[src/rtl/order_cmd_sched_pkg.sv]
// Shared types for the order-book command scheduler: opcodes, response status codes,
// FSM state encoding and the order field width.
package order_cmd_sched_pkg;

   localparam int ORDER_W = 16;

   localparam logic [1:0] OP_ADD = 2'b01;
   localparam logic [1:0] OP_CXL = 2'b10;

   typedef enum logic [1:0] {
      ST_OK       = 2'b00,
      ST_NOT_DONE = 2'b01,
      ST_TIMEOUT  = 2'b10,
      ST_BAD_OP   = 2'b11
   } status_e;

   typedef enum logic [2:0] {
      S_IDLE      = 3'd0,
      S_ISSUE     = 3'd1,
      S_WAIT_DONE = 3'd2,
      S_RELEASE   = 3'd3,
      S_RESPOND   = 3'd4
   } state_e;

   function automatic logic op_is_valid(input logic [1:0] op);
      return (op == OP_ADD) || (op == OP_CXL);
   endfunction

endpackage

[src/rtl/order_cmd_sched_if.sv]
// Bundle of requester, engine and response signals around the command scheduler.
// The slave modport is the scheduler; master is its environment.
interface order_cmd_sched_if;
   import order_cmd_sched_pkg::*;

   logic [1:0]           req_valid;
   logic [1:0]           req_ready;
   logic [3:0]           req_op;
   logic [31:0]          req_id;
   logic [31:0]          req_size;
   logic [31:0]          req_price;
   logic [1:0]           req_side;

   logic [ORDER_W-1:0]   eng_id;
   logic [ORDER_W-1:0]   eng_size;
   logic [ORDER_W-1:0]   eng_price;
   logic                 eng_side;

   logic                 add_start;
   logic                 add_done;
   logic [ORDER_W-1:0]   add_success;
   logic                 cxl_start;
   logic                 cxl_done;
   logic [ORDER_W-1:0]   cxl_success;

   logic                 rsp_valid;
   logic                 rsp_ready;
   logic                 rsp_req;
   logic [1:0]           rsp_status;
   logic [ORDER_W-1:0]   rsp_id;
   logic                 busy;

   modport slave (
      input  req_valid, req_op, req_id, req_size, req_price, req_side,
      input  add_done, add_success, cxl_done, cxl_success, rsp_ready,
      output req_ready, eng_id, eng_size, eng_price, eng_side,
      output add_start, cxl_start, rsp_valid, rsp_req, rsp_status, rsp_id, busy
   );

   modport master (
      output req_valid, req_op, req_id, req_size, req_price, req_side,
      output add_done, add_success, cxl_done, cxl_success, rsp_ready,
      input  req_ready, eng_id, eng_size, eng_price, eng_side,
      input  add_start, cxl_start, rsp_valid, rsp_req, rsp_status, rsp_id, busy
   );

endinterface

[src/rtl/order_cmd_sched_rr_arb2.sv]
// Two-way round-robin pick: the pointer side wins when valid, otherwise the other side.
module order_cmd_sched_rr_arb2 (
   input  logic [1:0] valid_i,
   input  logic       ptr_i,
   output logic       grant_o,
   output logic       grant_valid_o
);

   always_comb begin
      grant_o       = ptr_i;
      grant_valid_o = |valid_i;
      if (!valid_i[ptr_i]) begin
         grant_o = ~ptr_i;
      end
   end

endmodule

[src/rtl/order_cmd_sched.sv]
// Order-book front-end scheduler: arbitrates two requesters and runs one add/cancel
// engine at a time over a four-phase start/done handshake, with a hung-engine timeout.
//
// state       | meaning
// ------------+---------------------------------------------------------------
// S_IDLE      | arbitrate, accept one command, latch its fields
// S_ISSUE     | command fields stable on eng_*, raise start of selected engine
// S_WAIT_DONE | start held high, wait for done or timeout
// S_RELEASE   | start low, wait for selected done to fall
// S_RESPOND   | rsp_valid high until rsp_ready
module order_cmd_sched
   import order_cmd_sched_pkg::*;
#(
   parameter logic [15:0] TIMEOUT_CYCLES = 16'd8192
) (
   input  logic               clk,
   input  logic               rst,
   order_cmd_sched_if.slave   bus
);

   localparam logic [15:0] TO_LAST = TIMEOUT_CYCLES - 16'd1;

   state_e               state_q, state_d;
   logic                 ptr_q, ptr_d;
   logic                 req_idx_q, req_idx_d;
   logic [1:0]           op_q, op_d;
   logic [ORDER_W-1:0]   id_q, id_d;
   logic [ORDER_W-1:0]   size_q, size_d;
   logic [ORDER_W-1:0]   price_q, price_d;
   logic                 side_q, side_d;
   logic                 add_start_q, add_start_d;
   logic                 cxl_start_q, cxl_start_d;
   logic [15:0]          cnt_q, cnt_d;
   status_e              status_q, status_d;

   logic                 arb_grant;
   logic                 arb_gv;
   logic [1:0]           req_ready;
   logic [1:0]           cmd_op;
   logic [ORDER_W-1:0]   cmd_id, cmd_size, cmd_price;
   logic                 cmd_side;
   logic                 sel_done;
   logic                 sel_ok;

   order_cmd_sched_rr_arb2 u_arb (
      .valid_i       (bus.req_valid),
      .ptr_i         (ptr_q),
      .grant_o       (arb_grant),
      .grant_valid_o (arb_gv)
   );

   assign cmd_op    = arb_grant ? bus.req_op[3:2]     : bus.req_op[1:0];
   assign cmd_id    = arb_grant ? bus.req_id[31:16]   : bus.req_id[15:0];
   assign cmd_size  = arb_grant ? bus.req_size[31:16] : bus.req_size[15:0];
   assign cmd_price = arb_grant ? bus.req_price[31:16] : bus.req_price[15:0];
   assign cmd_side  = bus.req_side[arb_grant];

   // Only the engine that was started is listened to; the other one's done is ignored.
   assign sel_done = (op_q == OP_ADD) ? bus.add_done     : bus.cxl_done;
   assign sel_ok   = (op_q == OP_ADD) ? |bus.add_success : |bus.cxl_success;

   always_ff @(posedge clk or negedge rst) begin
      if (!rst) begin
         state_q     <= S_IDLE;
         ptr_q       <= 1'b0;
         req_idx_q   <= 1'b0;
         op_q        <= 2'b00;
         id_q        <= '0;
         size_q      <= '0;
         price_q     <= '0;
         side_q      <= 1'b0;
         add_start_q <= 1'b0;
         cxl_start_q <= 1'b0;
         cnt_q       <= '0;
         status_q    <= ST_OK;
      end else begin
         state_q     <= state_d;
         ptr_q       <= ptr_d;
         req_idx_q   <= req_idx_d;
         op_q        <= op_d;
         id_q        <= id_d;
         size_q      <= size_d;
         price_q     <= price_d;
         side_q      <= side_d;
         add_start_q <= add_start_d;
         cxl_start_q <= cxl_start_d;
         cnt_q       <= cnt_d;
         status_q    <= status_d;
      end
   end

   always_comb begin
      state_d     = state_q;
      ptr_d       = ptr_q;
      req_idx_d   = req_idx_q;
      op_d        = op_q;
      id_d        = id_q;
      size_d      = size_q;
      price_d     = price_q;
      side_d      = side_q;
      add_start_d = add_start_q;
      cxl_start_d = cxl_start_q;
      cnt_d       = cnt_q;
      status_d    = status_q;
      req_ready   = 2'b00;

      case (state_q)
         S_IDLE: begin
            if (arb_gv) begin
               req_ready[arb_grant] = 1'b1;
               ptr_d     = ~arb_grant;
               req_idx_d = arb_grant;
               op_d      = cmd_op;
               id_d      = cmd_id;
               size_d    = cmd_size;
               price_d   = cmd_price;
               side_d    = cmd_side;
               if (op_is_valid(cmd_op)) begin
                  state_d = S_ISSUE;
               end else begin
                  status_d = ST_BAD_OP;
                  state_d  = S_RESPOND;
               end
            end
         end
         S_ISSUE: begin
            add_start_d = (op_q == OP_ADD);
            cxl_start_d = (op_q == OP_CXL);
            cnt_d       = '0;
            state_d     = S_WAIT_DONE;
         end
         S_WAIT_DONE: begin
            cnt_d = cnt_q + 16'd1;
            if (sel_done) begin
               status_d    = sel_ok ? ST_OK : ST_NOT_DONE;
               add_start_d = 1'b0;
               cxl_start_d = 1'b0;
               state_d     = S_RELEASE;
            end else if (cnt_q == TO_LAST) begin
               status_d    = ST_TIMEOUT;
               add_start_d = 1'b0;
               cxl_start_d = 1'b0;
               state_d     = S_RELEASE;
            end
         end
         S_RELEASE: begin
            cnt_d = '0;
            if (!sel_done) begin
               state_d = S_RESPOND;
            end
         end
         S_RESPOND: begin
            if (bus.rsp_ready) begin
               state_d = S_IDLE;
            end
         end
         default: begin
            state_d = S_IDLE;
         end
      endcase
   end

   assign bus.req_ready  = req_ready;
   assign bus.eng_id     = id_q;
   assign bus.eng_size   = size_q;
   assign bus.eng_price  = price_q;
   assign bus.eng_side   = side_q;
   assign bus.add_start  = add_start_q;
   assign bus.cxl_start  = cxl_start_q;
   assign bus.rsp_valid  = (state_q == S_RESPOND);
   assign bus.rsp_req    = req_idx_q;
   assign bus.rsp_status = status_q;
   assign bus.rsp_id     = id_q;
   assign bus.busy       = (state_q != S_IDLE);

endmodule

[src/flat_wrapper.sv]
// flat-port wrapper written by rule: the top's interface ports become plain ports
module order_cmd_sched_flat import order_cmd_sched_pkg::*;
#(
   parameter logic [15:0] TIMEOUT_CYCLES = 16'd8192
)
  (clk, rst, bus_req_valid, bus_req_op, bus_req_id, bus_req_size, bus_req_price, bus_req_side, bus_add_done, bus_add_success, bus_cxl_done, bus_cxl_success, bus_rsp_ready, bus_req_ready, bus_eng_id, bus_eng_size, bus_eng_price, bus_eng_side, bus_add_start, bus_cxl_start, bus_rsp_valid, bus_rsp_req, bus_rsp_status, bus_rsp_id, bus_busy);
  order_cmd_sched_if bus_i ();
  input  logic clk;
  input  logic rst;
  input wire logic [$bits(bus_i.req_valid)-1:0] bus_req_valid;
  input wire logic [$bits(bus_i.req_op)-1:0] bus_req_op;
  input wire logic [$bits(bus_i.req_id)-1:0] bus_req_id;
  input wire logic [$bits(bus_i.req_size)-1:0] bus_req_size;
  input wire logic [$bits(bus_i.req_price)-1:0] bus_req_price;
  input wire logic [$bits(bus_i.req_side)-1:0] bus_req_side;
  input wire logic [$bits(bus_i.add_done)-1:0] bus_add_done;
  input wire logic [$bits(bus_i.add_success)-1:0] bus_add_success;
  input wire logic [$bits(bus_i.cxl_done)-1:0] bus_cxl_done;
  input wire logic [$bits(bus_i.cxl_success)-1:0] bus_cxl_success;
  input wire logic [$bits(bus_i.rsp_ready)-1:0] bus_rsp_ready;
  output wire logic [$bits(bus_i.req_ready)-1:0] bus_req_ready;
  output wire logic [$bits(bus_i.eng_id)-1:0] bus_eng_id;
  output wire logic [$bits(bus_i.eng_size)-1:0] bus_eng_size;
  output wire logic [$bits(bus_i.eng_price)-1:0] bus_eng_price;
  output wire logic [$bits(bus_i.eng_side)-1:0] bus_eng_side;
  output wire logic [$bits(bus_i.add_start)-1:0] bus_add_start;
  output wire logic [$bits(bus_i.cxl_start)-1:0] bus_cxl_start;
  output wire logic [$bits(bus_i.rsp_valid)-1:0] bus_rsp_valid;
  output wire logic [$bits(bus_i.rsp_req)-1:0] bus_rsp_req;
  output wire logic [$bits(bus_i.rsp_status)-1:0] bus_rsp_status;
  output wire logic [$bits(bus_i.rsp_id)-1:0] bus_rsp_id;
  output wire logic [$bits(bus_i.busy)-1:0] bus_busy;
  assign bus_i.req_valid = bus_req_valid;
  assign bus_i.req_op = bus_req_op;
  assign bus_i.req_id = bus_req_id;
  assign bus_i.req_size = bus_req_size;
  assign bus_i.req_price = bus_req_price;
  assign bus_i.req_side = bus_req_side;
  assign bus_i.add_done = bus_add_done;
  assign bus_i.add_success = bus_add_success;
  assign bus_i.cxl_done = bus_cxl_done;
  assign bus_i.cxl_success = bus_cxl_success;
  assign bus_i.rsp_ready = bus_rsp_ready;
  assign bus_req_ready = bus_i.req_ready;
  assign bus_eng_id = bus_i.eng_id;
  assign bus_eng_size = bus_i.eng_size;
  assign bus_eng_price = bus_i.eng_price;
  assign bus_eng_side = bus_i.eng_side;
  assign bus_add_start = bus_i.add_start;
  assign bus_cxl_start = bus_i.cxl_start;
  assign bus_rsp_valid = bus_i.rsp_valid;
  assign bus_rsp_req = bus_i.rsp_req;
  assign bus_rsp_status = bus_i.rsp_status;
  assign bus_rsp_id = bus_i.rsp_id;
  assign bus_busy = bus_i.busy;
  order_cmd_sched #(.TIMEOUT_CYCLES(TIMEOUT_CYCLES)) u_core (.clk(clk), .rst(rst), .bus(bus_i));
endmodule
[config.mk]
export PLATFORM = sky130hd
export DESIGN_NAME = order_cmd_sched_flat
export DESIGN_NICKNAME = d
export VERILOG_FILES = /design/src/rtl/order_cmd_sched_pkg.sv /design/src/rtl/order_cmd_sched_if.sv /design/src/rtl/order_cmd_sched_rr_arb2.sv /design/src/rtl/order_cmd_sched.sv /design/src/flat_wrapper.sv
export SDC_FILE = /design/constraint.sdc
export NUM_CORES = 1
export LEC_CHECK = 0
export ABC_AREA = 0
export CAP_MARGIN = 20
export CORE_MARGIN = 10
export CORE_UTILIZATION = 39
export CTS_CLUSTER_DIAMETER = 40
export DETAILED_ROUTE_END_ITERATION = 8
export GPL_TIMING_DRIVEN = 0
export PLACE_DENSITY = 0.81
export SETUP_SLACK_MARGIN = 0.2
export SKIP_LAST_GASP = 1
export SYNTH_ARGS = -nofsm -noshare
export SYNTH_HDL_FRONTEND = slang
export SYNTH_SLANG_ARGS = --single-unit
export TNS_END_PERCENT = 1
[constraint.sdc]
create_clock -name clk -period 2.1 [get_ports clk]
set_input_delay 0.42 -clock clk [delete_from_list [all_inputs] [get_ports clk]]
set_output_delay 0.42 -clock clk [all_outputs]
set_load 0.02 [all_outputs]
==> impl_metrics.yaml, run 1 <==
placed_design:
  gp_congestion: 0.929
  dp_hpwl_microns: 11200
  place_ws_ns: -1.18
  port_buffers: 214
grt:
  grt_overflow: 0
  first_global_vias: 4237
  grt_pass1_wl_microns: 22500
  antenna_found_initial: 1
  gr-usage-all-layers_pct: 19.4
  grt_max_degree: 47
drt:
  drtAntennaViolNets: 0
  drc: 0
  drtIter0Drc: 122
  drtPass1Iterations: 4
  via_per_inst: 5.05
  wirelength_microns: 14200
  vias: 3959
  wl_per_cell_microns: 18.1
worst_setup_path:
  crit_chain: "nor3_4, o21ai_4, buf_8, buf_8, a21oi_4, buf_6"
  rr_worst_depth: 5
  cp_common_cell: "buf_8"
  critPathKind: "reg2out"
  cp.required_ns: 1.68
  worstSetupEndpointType: "output port"
  cp_data_arrival_time_ns: 1.68
  cp_max_fo: 3
  setup.worst_path.start_class: "register"
  reg2reg_to: "u_core.bus.rsp_status[0]"
  crit_path_max_incr_delay_ns: 0.44
  slowest_stage: "dfrtp_2"
  rr_startpoint: "u_core.state_q[2]"
  r2r_setup_slack_ns: 0.09
logic_synthesis:
  synth_ff_type: "dfrtp_1"
  syn-instance-count: 406
  syn_area_per_cell_sq_um: 9.65
  synthArstFlopShare_pct: 100
  synth_nets: 548
  synth_edf_count: 0
  syn_area_sq_um: 3920
  ys_types: 37
  yosysSeqAreaShare_pct: 48.5
  synth_seq_cells: 76
  synth_warnings: 0
pwr:
  comb_power_share_pct: 59.2
  p_seq_share_pct: 28.4
  total_power_mw: 8.57
  swShare_pct: 41.8
  ir_worst_vdd_mv: 0.613
  p_int_mw: 4.98
  power_density_nw_per_um2: 1290
  power.share.clock_pct: 12.4
  p_sw_mw: 3.58
  p_leak_nw: 2.93
floorplanning:
  dieHeight_microns: 120
  die_x_microns: 120
  dieArea_sq_um: 14500
  rows: 36
  start_util_pct: 40.1
  ios: 215
  core_sq_um: 9770
timing:
  drv_slew: 0
  max_freq_ghz: 0.477
  clock_skew_ns: 0.0132
  min_period_ns: 2.10
  max-slew-margin-rel_pct: 54.2
  worstMarginPinSlew_ns: 0.686
  setup_viol: 0
  rsz0062_at_grt: "true"
  whs_ns: 0.482
  setup_ws_ns: 0.00379
  finalCritPeriodShare_pct: 99.8
  timing_hold_violations_final: 0
  fin_tns_setup_ns: 0
finish:
  syn2layout_area_growth_pct: 69.9
  fill_cells: 778
  drive_above_1_share_pct: 10.9
  final_net_count: 787
clock_tree:
  cts.path.max_buffers: 2
  cts-root-buf: "clkbuf_8"
  clk_latency_ns: 0.36
  tritoncts: "yes"
  numCtsBuffers: 9
  h-tree-depth: 3
  clock_sinks: 76
  path_clk_slew_ns: 0.09
job:
  cap_violations: 0
worst_hold_path:
  hold_path_class: "reg2reg"
  worstHoldStart: "u_core.bus.eng_size[3]"
  whs_endpoint: "u_core.bus.eng_size[3]"
  whs_path_depth: 2
status:
  run_status: "finished clean"
critical path: cells and delay by family (launching register included):
family	cells	cell delay, ns
DFF	1	0.44
and+or+nand+nor	1	0.27
buffers and inverters	3	0.38
AOI/OAI and AO/OA	2	0.21
cell usage after synthesis, drive strengths merged, types with 6 or more instances:
| cell | count | area, sq um |
|---|---|---|
| dfrtp | 76 | 1900 |
| nand2 | 68 | 255 |
| o21ai | 59 | 295 |
| mux2i | 58 | 581 |
| buf | 27 | 169 |
| nor2 | 24 | 90.1 |
| nor4 | 12 | 81.3 |
| clkbuf | 11 | 42.5 |
| nand4 | 8 | 65.1 |
| nand3 | 7 | 35.0 |
| nor3 | 7 | 35.0 |
| a21oi | 6 | 30.0 |
| and3 | 6 | 37.5 |
| xor2 | 6 | 52.6 |
cells in the final DEF, fill, tap and decap left out, types with 2 or more instances in the layout:
cell type / synthesis / routed
or2_1: 2 / 2
nand2b_1: 3 / 2
mux2i_1: 58 / 58
nand4_1: 7 / 7
clkbuf_8: 0 / 11
nor2_1: 24 / 23
o21ai_1: 29 / 28
nand3_1: 7 / 7
clkbuf_2: 1 / 2
clkdlybuf4s50_1: 0 / 207
inv_1: 5 / 5
nor3b_1: 2 / 2
buf_6: 0 / 3
xnor2_1: 3 / 3
nor4_1: 11 / 10
nor2b_1: 4 / 4
o21ai_0: 30 / 30
buf_2: 6 / 5
and3_1: 6 / 6
xor2_1: 6 / 6
buf_4: 16 / 28
nor3_1: 7 / 5
buf_8: 0 / 3
a21oi_1: 6 / 5
clkbuf_1: 10 / 10
buf_1: 5 / 4
dlymetal6s2s_1: 0 / 2
dfrtp_1: 76 / 75
nand2_1: 68 / 67
o2bb2ai_1: 2 / 2
cell families after synthesis:
kind of cell,after synthesis,share of synthesized area (%)
AND/OR/NAND/NOR,145,17.5
flip-flops,76,48.5
AO/OA/AOI/OAI,73,10.5
multiplexers,59,15.2
buffers and inverters,43,5.88
XOR/XNOR,9,2.01
adder cells (fa/ha/maj),1,0.319
routing by layer:
metal  share of wire (%)  GRT usage, %
met1                  39          21.1
met2                  48          32.9
met3                 9.4          7.77
met4                 3.1          8.30
met5                   0             0
power groups by stage:
stage	logic, mW	clock network, mW	registers, mW
after floorplan	2.03	0	3.00
after global placement	4.73	0	2.43
after detailed placement	4.80	0	2.46
after CTS	5.08	1.08	2.44
after global routing	5.49	1.13	2.52
final	5.07	1.07	2.43
worst max-delay path by stage:
stage                                        end               from  slack (ns)  depth (start not counted)
after floorplan                 bus_req_ready[0]  u_core.state_q[1]        0.24                          5
after global placement    u_core.bus.eng_size[6]                rst       -2.15                          1
after detailed placement        bus_req_ready[0]   bus_req_valid[1]       -1.18                          6
after CTS                       bus_req_ready[1]  u_core.state_q[2]      -0.002                          6
after global routing            bus_req_ready[0]  u_core.state_q[1]       -0.03                          6
final                           bus_req_ready[0]  u_core.state_q[1]       0.004                          6
stage by stage:
stage               util (%)  instance area, sq um  cells
floorplan                  -                  3930    406
global placement        63.8                  6240    753
detailed placement      64.1                  6260    754
CTS                     67.7                  6620    781
global route            68.1                  6660    784
finish                  68.1                  6660    784
final cells by class:
cell class / count / area (sq um) / area share, %
Clock inverter: 3 / 21.3 / 0.320
Inverter: 5 / 18.8 / 0.282
Multi-Input combinational cell: 287 / 1860 / 28.0
Antenna cell: 1 / 2.50 / 0.0376
Buffer: 38 / 245 / 3.68
Clock buffer: 13 / 159 / 2.39
Timing Repair Buffer: 228 / 2280 / 34.2
Tap cell: 133 / 166 / 2.50
Sequential cell: 76 / 1900 / 28.6
registers in the layout, indices dropped and copies added (netlist names):
name / count
u_core.bus.rsp_status: 2
u_core.ptr_q: 1
u_core.bus.rsp_req: 1
u_core.bus.add_start: 1
u_core.state_q: 3
u_core.cnt_q: 16
u_core.bus.cxl_start: 1
u_core.bus.eng_id: 16
u_core.bus.eng_price: 16
u_core.op_q: 2
u_core.bus.eng_size: 16
u_core.bus.eng_side: 1
what timing repair did:
action | 4_1_cts | 5_1_grt
pin swaps | 3 | 2
endpoints found under the hold margin | 3 | 0
resized for setup | 38 | 7
setup buffers | 10 | 2
hold buffers | 1 | 0
endpoints found under the setup margin | 49 | 28
cloned | 0 | 0
(Power assumes the default switching activity.)
==> run 2, diff against run 1 <==
MAX_ROUTING_LAYER = met4   (was default)
==> impl_metrics.yaml, run 2 (synthesis gave the netlist of run 1 again) <==
timing:
  worstMarginPinSlew_ns: 0.650
  drv_slew: 0
  finalCritPeriodShare_pct: 99.8
  clock_skew_ns: 0.00831
  fin_tns_setup_ns: 0
  setup_viol: 0
  max-slew-margin-rel_pct: 56.6
  rsz0062_at_grt: "true"
  min_period_ns: 2.10
  max_freq_ghz: 0.477
  timing_hold_violations_final: 0
pwr:
  p_sw_mw: 3.54
  total_power_mw: 8.56
  p_leak_nw: 2.90
  power.share.clock_pct: 13.2
  ir_worst_vdd_mv: 0.861
  power_density_nw_per_um2: 1300
  p_int_mw: 5.01
  p_seq_share_pct: 28.5
  comb_power_share_pct: 58.3
  swShare_pct: 41.4
drt:
  via_per_inst: 5.00
  drtPass1Iterations: 9
  wirelength_microns: 14000
  wl_per_cell_microns: 18.0
  vias: 3892
  drtAntennaViolNets: 0
  drc: 0
  drtIter0Drc: 156
finish:
  post-route-util_pct: 67.6
  syn2layout_area_growth_pct: 68.6
  seq_area_sq_um: 1900
  multi_input_area_sq_um: 1850
  drive_above_1_share_pct: 9.94
  mostFrequentLayoutCells: "clkdlybuf4s50_1, dfrtp_1, nand2_1, mux2i_1, o21ai_0"
  mostFrequentLayoutCell: "clkdlybuf4s50_1"
  fill_cells: 783
  final_net_count: 781
  stdcell_area_sq_um: 6610
floorplanning:
  die_x_microns: 120
  ios: 215
  start_util_pct: 40.1
  rows: 36
  core_sq_um: 9770
  dieHeight_microns: 120
  dieArea_sq_um: 14500
clock_tree:
  cts.path.max_buffers: 2
  h-tree-depth: 3
  clk_latency_ns: 0.36
  path_clk_slew_ns: 0.08
  clock_sinks: 76
  cts-root-buf: "clkbuf_8"
  tritoncts: "yes"
  numCtsBuffers: 9
worst_setup_path:
  slowest_stage: "dfrtp_2"
  path_buf_inv: 3
  crit_chain: "nor3_4, o21ai_4, buf_8, buf_8, a21oi_4, buf_6"
  reg2reg_to: "u_core.bus.rsp_status[0]"
  cp_common_cell: "buf_8"
  critPathKind: "reg2out"
  cp_top_family: "flip-flops"
  rr_startpoint: "u_core.state_q[2]"
  setup.worst_path.start_class: "register"
  worstSetupEndpointType: "output port"
  cp_max_fo: 3
  cp_data_arrival_time_ns: 1.68
  crit_path_max_incr_delay_ns: 0.44
  cp.required_ns: 1.68
  r2r_setup_slack_ns: 0.13
  rr_worst_depth: 5
status:
  run_status: "finished clean"
placed_design:
  port_buffers: 214
  dp_hpwl_microns: 11300
  place_area_sq_um: 6260
  gp_congestion: 0.946
grt:
  grt_overflow: 0
  grt_max_degree: 49
  first_global_vias: 4229
  grt_pass1_wl_microns: 22100
  gr-usage-all-layers_pct: 19.6
  antenna_found_initial: 1
job:
  cap_violations: 0
worst_hold_path:
  worstHoldStart: "u_core.bus.eng_size[13]"
  whs_endpoint: "u_core.bus.eng_size[13]"
  whs_path_depth: 2
  hold_path_class: "reg2reg"
run 2: worst max-delay path by stage:
stage                                  from                     end  slack [ns]  depth (start not counted)
after floorplan           u_core.state_q[1]        bus_req_ready[0]        0.24                          5
after global placement                  rst  u_core.bus.eng_size[6]       -2.11                          1
after detailed placement   bus_req_valid[1]        bus_req_ready[0]       -1.18                          6
after CTS                 u_core.state_q[2]        bus_req_ready[0]       -0.01                          6
after global routing      u_core.state_q[1]        bus_req_ready[0]       -0.04                          6
final                     u_core.state_q[1]        bus_req_ready[0]       0.004                          6
run 2: tightest hold or removal path, stage by stage, from the launching register on:
cell and delay (ns):
dfrtp_1 0.35, nand2_1 0.04, o21ai_0 0.06
run 2: routing by layer:
metal	GRT usage, %	part of all wire (%)
met1	21.2	39
met2	32.9	50
met3	6.89	9.1
met4	7.01	1.4
met5	-	0
run 2: through the flow:
stage	hold slack (ns)	cells	setup WS, ns
2_1_floorplan	0.124	406	0.236
3_3_place_gp	0.461	753	-2.11
3_5_place_dp	0.381	754	-1.18
4_1_cts	0.488	776	-0.00977
5_1_grt	0.511	778	-0.0373
6_report	0.482	778	0.00364
run 2: cell type report:
class	instances	share of cell area, %
Antenna cell	1	0.0379
Buffer	38	3.69
Clock buffer	12	2.20
Clock inverter	4	0.739
Inverter	5	0.284
Multi-Input combinational cell	287	28.1
Sequential cell	76	28.8
Tap cell	133	2.52
Timing Repair Buffer	222	33.6
run 2: power by group through the flow:
stage / clock [mW] / combinational, mW / sequential, mW
after CTS: 1.15 / 5.01 / 2.45
after global placement: 0 / 4.73 / 2.43
after floorplan: 0 / 2.03 / 3.00
final: 1.13 / 4.99 / 2.44
after global routing: 1.21 / 5.39 / 2.53
after detailed placement: 0 / 4.81 / 2.46
run 2: timing repair:
action | CTS | global route
resized for setup | 37 | 3
buffers inserted | 5 | 1
hold buffers | 1 | 0
hold endpoints to repair | 19 | 0
pin swaps | 2 | 1
setup endpoints to repair | 46 | 40
